==> src/rtl/sprite_motion_ctrl.sv <==
// sprite_motion_ctrl
// Frame-stepped motion controller for a player sprite: walking, jumping,
// rope climbing, gravity, playfield clamping and a timed death/respawn.
// Position and speed are 32-bit signed fixed point with FP_SHIFT fraction bits.
// Nothing changes except on cycles where startOfFrame is high.

module sprite_motion_ctrl #(
  parameter int INITIAL_X      = 280,
  parameter int INITIAL_Y      = 185,
  parameter int FP_SHIFT       = 6,
  parameter int GRAVITY        = 10,
  parameter int JUMP_SPEED     = 300,
  parameter int CLIMB_SPEED    = 100,
  parameter int WALK_SPEED     = 200,
  parameter int MAX_FALL_SPEED = 230,
  parameter int X_MIN          = 0,
  parameter int X_MAX          = 570,
  parameter int Y_MAX          = 423,
  parameter int DEATH_FRAMES   = 60
) (
  input  logic               clk,
  input  logic               resetN,
  input  logic               startOfFrame,
  input  logic               leftPressed,
  input  logic               rightPressed,
  input  logic               upPressed,
  input  logic               downPressed,
  input  logic               onFloor,
  input  logic               onRope,
  input  logic               ceilingHit,
  input  logic               wallHitLeft,
  input  logic               wallHitRight,
  input  logic               killHit,
  input  logic signed [15:0] addedSpeed,
  output logic signed [10:0] topLeftX,
  output logic signed [10:0] topLeftY,
  output logic [1:0]         state,
  output logic               dead
);

  typedef enum logic [1:0] {
    GROUND = 2'd0,
    AIR    = 2'd1,
    CLIMB  = 2'd2,
    DEAD   = 2'd3
  } motionStateT;

  localparam logic signed [31:0] INIT_X_FP = 32'(INITIAL_X <<< FP_SHIFT);
  localparam logic signed [31:0] INIT_Y_FP = 32'(INITIAL_Y <<< FP_SHIFT);
  localparam logic signed [31:0] X_MIN_FP  = 32'(X_MIN <<< FP_SHIFT);
  localparam logic signed [31:0] X_MAX_FP  = 32'(X_MAX <<< FP_SHIFT);
  localparam logic signed [31:0] Y_MAX_FP  = 32'(Y_MAX <<< FP_SHIFT);
  localparam logic [15:0]        DEATH_CNT = 16'(DEATH_FRAMES);

  motionStateT        curState;
  logic signed [31:0] posX;
  logic signed [31:0] posY;
  logic signed [31:0] speedX;
  logic signed [31:0] speedY;
  logic [15:0]        deathCnt;
  logic               upPrev;

  logic               upEdge;
  logic               rightOnly;
  logic               leftOnly;
  logic signed [31:0] walkSpeedX;
  logic signed [31:0] sumX;
  logic signed [31:0] sumY;
  logic signed [31:0] pixX;
  logic signed [31:0] pixY;
  logic signed [31:0] clampedPosX;
  logic signed [31:0] clampedPosY;
  logic signed [31:0] clampedPixX;
  logic signed [31:0] limitedSpeedX;
  logic signed [31:0] fallSum;
  logic signed [31:0] cappedFall;

  // Jump/climb-up triggers only on the frame the key goes down.
  assign upEdge    = upPressed & ~upPrev;

  // Horizontal intent: a single unblocked direction walks, anything else
  // lets the sprite ride whatever it stands on.
  assign rightOnly = rightPressed & ~leftPressed;
  assign leftOnly  = leftPressed & ~rightPressed;

  // Requested X speed before the playfield edge check.
  always_comb begin
    if (rightOnly && !wallHitRight) begin
      walkSpeedX = 32'(WALK_SPEED);
    end else if (leftOnly && !wallHitLeft) begin
      walkSpeedX = -32'(WALK_SPEED);
    end else begin
      walkSpeedX = {{16{addedSpeed[15]}}, addedSpeed};
    end
  end

  // Integrate the speed held from the previous frame.
  assign sumX = posX + speedX;
  assign sumY = posY + speedY;
  assign pixX = sumX >>> FP_SHIFT;
  assign pixY = sumY >>> FP_SHIFT;

  // Pixel clamp; a clamped coordinate lands exactly on the edge pixel.
  always_comb begin
    if (pixX > X_MAX) begin
      clampedPosX = X_MAX_FP;
    end else if (pixX < X_MIN) begin
      clampedPosX = X_MIN_FP;
    end else begin
      clampedPosX = sumX;
    end
    if (pixY > Y_MAX) begin
      clampedPosY = Y_MAX_FP;
    end else begin
      clampedPosY = sumY;
    end
  end

  assign clampedPixX = clampedPosX >>> FP_SHIFT;

  // Sitting on an X edge cancels any speed that pushes further into it,
  // so a held key does not make the sprite jitter against the border.
  always_comb begin
    limitedSpeedX = walkSpeedX;
    if (clampedPixX >= X_MAX && walkSpeedX > 0) begin
      limitedSpeedX = '0;
    end else if (clampedPixX <= X_MIN && walkSpeedX < 0) begin
      limitedSpeedX = '0;
    end
  end

  // Gravity with terminal velocity.
  assign fallSum    = speedY + GRAVITY;
  assign cappedFall = (fallSum > MAX_FALL_SPEED) ? 32'(MAX_FALL_SPEED) : fallSum;

  // Motion FSM: kill beats the death timer, which beats normal movement.
  always_ff @(posedge clk or negedge resetN) begin
    if (!resetN) begin
      curState <= AIR;
      dead     <= 1'b0;
      posX     <= INIT_X_FP;
      posY     <= INIT_Y_FP;
      speedX   <= '0;
      speedY   <= '0;
      deathCnt <= '0;
      upPrev   <= 1'b0;
    end else if (startOfFrame) begin
      upPrev <= upPressed;
      if (curState != DEAD && killHit) begin
        // Freeze where the hit happened and start the respawn timer.
        curState <= DEAD;
        dead     <= 1'b1;
        speedX   <= '0;
        speedY   <= '0;
        deathCnt <= DEATH_CNT;
      end else if (curState == DEAD) begin
        if (deathCnt <= 16'd1) begin
          curState <= AIR;
          dead     <= 1'b0;
          posX     <= INIT_X_FP;
          posY     <= INIT_Y_FP;
          speedX   <= '0;
          speedY   <= '0;
          deathCnt <= '0;
        end else begin
          deathCnt <= deathCnt - 16'd1;
        end
      end else begin
        posX   <= clampedPosX;
        posY   <= clampedPosY;
        speedX <= limitedSpeedX;
        case (curState)
          GROUND: begin
            if (upEdge && onRope) begin
              curState <= CLIMB;
              speedY   <= -32'(CLIMB_SPEED);
            end else if (upEdge) begin
              curState <= AIR;
              speedY   <= -32'(JUMP_SPEED);
            end else if (downPressed && onRope) begin
              curState <= CLIMB;
              speedY   <= 32'(CLIMB_SPEED);
            end else if (!onFloor) begin
              curState <= AIR;
              speedY   <= '0;
            end else begin
              speedY <= '0;
            end
          end
          CLIMB: begin
            if (!onRope) begin
              curState <= AIR;
              speedY   <= '0;
            end else if (upPressed && !downPressed) begin
              speedY <= -32'(CLIMB_SPEED);
            end else if (downPressed && !upPressed) begin
              speedY <= 32'(CLIMB_SPEED);
            end else begin
              speedY <= '0;
            end
          end
          default: begin
            // AIR: a rope catches the sprite before the floor does.
            if (onRope) begin
              curState <= CLIMB;
              speedY   <= '0;
            end else if (onFloor && !speedY[31]) begin
              curState <= GROUND;
              speedY   <= '0;
            end else if (ceilingHit && speedY[31]) begin
              speedY <= '0;
            end else begin
              speedY <= cappedFall;
            end
          end
        endcase
      end
    end
  end

  assign topLeftX = 11'(posX >>> FP_SHIFT);
  assign topLeftY = 11'(posY >>> FP_SHIFT);
  assign state    = curState;

endmodule

==> config.mk <==
export PLATFORM = sky130hd
export DESIGN_NAME = sprite_motion_ctrl
export DESIGN_NICKNAME = d
export VERILOG_FILES = /design/src/rtl/sprite_motion_ctrl.sv
export SDC_FILE = /design/constraint.sdc
export NUM_CORES = 1
export LEC_CHECK = 0
export CAP_MARGIN = 20
export CORE_MARGIN = 5
export CORE_UTILIZATION = 45
export DETAILED_ROUTE_END_ITERATION = 8
export GPL_TIMING_DRIVEN = 1
export MAX_ROUTING_LAYER = met4
export PLACE_DENSITY = 0.59
export SETUP_SLACK_MARGIN = 0.4
export SYNTH_ARGS = -nofsm -noshare
export SYNTH_HDL_FRONTEND = slang
export SYNTH_SLANG_ARGS = --single-unit
==> constraint.sdc <==
create_clock -name clk -period 5.55 [get_ports clk]
set_clock_uncertainty 0.15 [all_clocks]
set_input_delay 1.11 -clock clk [delete_from_list [all_inputs] [get_ports clk]]
set_output_delay 1.11 -clock clk [all_outputs]
set_load 0.02 [all_outputs]
==> impl_metrics.py <==
metrics = {
    "layout": {
        "fill_cells": 2144,
        "n_antenna_cell": 0,
        "drive_gt1_share_pct": 6.709,
        "num-nets-final": 1350,
        "multi_input_area_um2": 6457,
        "syn2layout_area_growth_pct": 11.87,
        "regArea_um2": 3239,
    },
    "yosys": {
        "yosysWarnings": 0,
        "synth_top_flop_cell": "dfrtp_1",
        "synthArstFlopShare_pct": 100.0,
        "synth_cells": 1238,
        "synth_nets": 1334,
        "synth-seq-area-share_pct": 31.80,
        "yosys-top-cells-count": "143 x nand2_1, 120 x dfrtp_1, 119 x o21ai_0",
        "synth-edff-count": 0,
        "synth.largest_area_cell": "dfrtp_1",
        "syn_area_um2": 10190,
        "synth-seq-cells": 129,
        "yosys-top-cells-area": "dfrtp_1 29%, ha_1 8.1%, o21ai_0 5.8%, a21oi_1 5.3%, nand2_1 5.3%",
        "syn_avg_cell_area_um2": 8.228,
        "synth_cell_type_count": 81,
        "post-synth-top-count-cell": "nand2_1",
        "synth_top_area_share_pct": 29.48,
    },
    "die": {
        "row_count": 55,
        "die_h_um": 160.5,
        "die_area_um2": 25740,
        "die_w_um": 160.5,
        "io_pins": 54,
        "initial_core_util_pct": 45.40,
        "core_um2": 22430,
    },
    "place": {
        "dpl.hpwl_mm": 20.81,
        "place_congestion": 0.9625,
        "portBuffers": 53,
    },
    "route": {
        "avgRoutedWirePerCell_um": 18.29,
        "met2WireLength_mm": 12.36,
        "routed_via_density": 6.017,
        "drc": 0,
        "postRouteAntennaNets": 0,
        "first_iter_violations": 615,
        "met3_length_mm": 1.393,
        "wl_met1_mm": 14.07,
        "vias": 9339,
        "routed_wl_mm": 28.39,
        "top_layer": "met4",
        "detail_route.first_pass.iterations": 6,
    },
    "sta": {
        "setup-tns-final_ns": 0,
        "maxSlewViolCount": 0,
        "tightest_slew_ns": 0.9684,
        "fin_crit_ns": 4.755,
        "hold_violations": 0,
        "slew_headroom_pct": 34.98,
        "setup_viol": 0,
        "max_freq_mhz": 210.3,
        "fin_crit_sh_pct": 85.67,
        "rsz0062_at_grt": "false",
    },
    "worst_setup_path": {
        "critPathTopFamily": "compound AO/OA/AOI/OAI gates",
        "cp-end-kind": "register",
        "crit_chain": "ha_1, inv_1, fa_1, nor2b_1, o2111ai_1, a31oi_1, a22oi_1, a2111oi_0, nor4b_1, o21ai_0, and2_1, a41oi_1, o211ai_1, o21ai_0",
        "cp_slowest_cell": "a2111oi_0",
        "critPathMaxStageDelay_ns": 0.66,
        "cp_max_fo": 9,
        "arrival_ns": 4.90,
        "worstPathBufferInverterCount": 1,
        "crit_type": "register to register",
        "start_kind": "register",
        "path_common_cell": "o21ai_0",
        "crit_required_ns": 5.69,
    },
    "power_and_ir_drop": {
        "ir_worst_vdd_v": 0.0002755,
        "p_total_mw": 5.588,
        "switchingPower_mw": 2.583,
        "cellPowerDensity_nw_per_um2": 490.4,
        "swShare_pct": 46.22,
        "clkPwrFrac_pct": 20.6,
        "seqPwrFrac_pct": 29.7,
        "p_leak_nw": 4.990,
        "internal_power_mw": 3.005,
        "p_comb_share_pct": 49.8,
    },
    "run": {
        "cap_violations": 0,
    },
    "clock_network": {
        "cts.sink_count": 129,
        "cts_buffer_depth": 2,
        "clk_latency_ns": 0.44,
        "cts_hold_buf": 0,
        "cts_tree": "done",
        "cts_made_buffers": 17,
        "cts_htree_levels": 4,
        "ctsRootBufferMaster": "clkbuf_16",
        "cts.clk_slew.worst_paths_ns": 0.07,
    },
    "run_status": {
        "outcome": "finished clean",
    },
    "global_route": {
        "grt_max_degree": 94,
        "antenna_found_initial": 0,
        "grt_pass1_wl_mm": 46.85,
        "grt_pass1_vias": 8878,
        "grt_usage_pct": 22.76,
        "grt-ovfl-total": 0,
    },
    "min_path": {
        "min_path_type": "register to register",
    },
}
==> final timing paths <==
check / cells after the start / start / slack (ns) / endpoint
setup / recovery: 14 / speedX[0]$_DFFE_PN0P_ / 0.80 / speedX[12]$_DFFE_PN0P_
hold / removal: 2 / speedX[8]$_DFFE_PN0P_ / 0.34 / speedX[8]$_DFFE_PN0P_
setup reg to reg: 14 / speedX[0]$_DFFE_PN0P_ / 0.80 / speedX[12]$_DFFE_PN0P_
hold reg to reg: 2 / speedX[8]$_DFFE_PN0P_ / 0.34 / speedX[8]$_DFFE_PN0P_
max in group asynchronous: 2 / resetN / 3.63 / speedX[13]$_DFFE_PN0P_
min in group asynchronous: 1 / resetN / 0.61 / posX[17]$_DFFE_PN0P_
==> placed cells by master, fill, tap and decap left out, types with 9 or more instances in the layout <==
cell type        count
or3_1               10
xnor2_1             38
nand4_1             17
nand3_1             35
clkdlybuf4s50_1     52
nor4_1              15
a21boi_0             9
a22o_1              23
nor2b_1             11
a21oi_1            108
nand2_1            142
ha_1                66
nor3_1              37
dfstp_2              9
and3_1              11
nor2_1              93
dfrtp_1            120
o31ai_1              9
o211ai_1            17
buf_4               11
clkbuf_16           17
inv_1               33
and2_1              22
a21o_1              27
o21a_1              11
a211oi_1            12
o21ai_0            118
xor2_1              26
nand2b_1            13
==> sequential cells by signal, indices dropped and copies added, names as in the netlist <==
signal and count:
state 2, dead 1, upPrev 1, posX 31, deathCnt 16, posY 31, speedX 16, speedY 31
==> timing repair <==
item,in CTS,in global routing
setup buffers,0,0
setup endpoints to repair,0,9
resized for setup,0,2
==> logic make-up after synthesis <==
| logic type | Yosys count | share of synthesized area [%] |
|---|---|---|
| AOI/OAI and AO/OA | 421 | 26.80 |
| xor gates and xnor gates | 64 | 5.503 |
| adders and majority gates | 68 | 8.402 |
| buffers and inverters | 101 | 4.827 |
| DFF | 129 | 31.80 |
| muxes | 6 | 0.6387 |
| and+or+nand+nor | 449 | 22.02 |
==> through the flow <==
stage | hold slack, ns | setup slack [ns] | util, % | cell area, um^2 | instances
finish | 0.3374 | 0.7955 | 50.79 | 11390 | 1552
global route | 0.3607 | 0.4351 | 50.79 | 11390 | 1552
CTS | 0.3439 | 0.7656 | 50.70 | 11370 | 1551
detailed placement | 0.3279 | 0.8322 | 48.10 | 10790 | 1519
global placement | 0.3208 | 0.8809 | 48.10 | 10790 | 1519
floorplan | 0.3038 | 1.679 | - | 10190 | 1238
==> worst reg2reg max path, delay by kind of cell (launching register included) <==
kind	cells	cell delay, ns
fa+ha+maj	2	0.60
flops	1	0.36
compound gates	8	2.84
simple gates	3	0.57
buf+inv	1	0.07
==> layout make-up <==
class / count / share of cell area (%)
Sequential cell: 129 / 28.43
Timing Repair Buffer: 65 / 5.567
Tap cell: 285 / 3.129
Clock buffer: 17 / 3.733
Clock inverter: 15 / 1.384
Multi-Input combinational cell: 1008 / 56.67
Inverter: 33 / 1.087
==> power groups by stage <==
stage | Clock (mW) | Combinational, mW | Sequential (mW)
finish | 1.15 | 2.78 | 1.66
global route | 1.22 | 3.07 | 1.70
CTS | 1.17 | 2.75 | 1.65
detailed placement | 0 | 2.74 | 1.67
global placement | 0 | 2.73 | 1.66
floorplan | 0 | 2.18 | 1.46
==> per-layer routing <==
metal / up-vias / GRT usage, %
met5: - / -
met4: 0 / 6.023
met3: 48 / 4.106
met2: 238 / 33.33
met1: 4418 / 32.54
li1: 4635 / -
(Power assumes the default switching activity.)
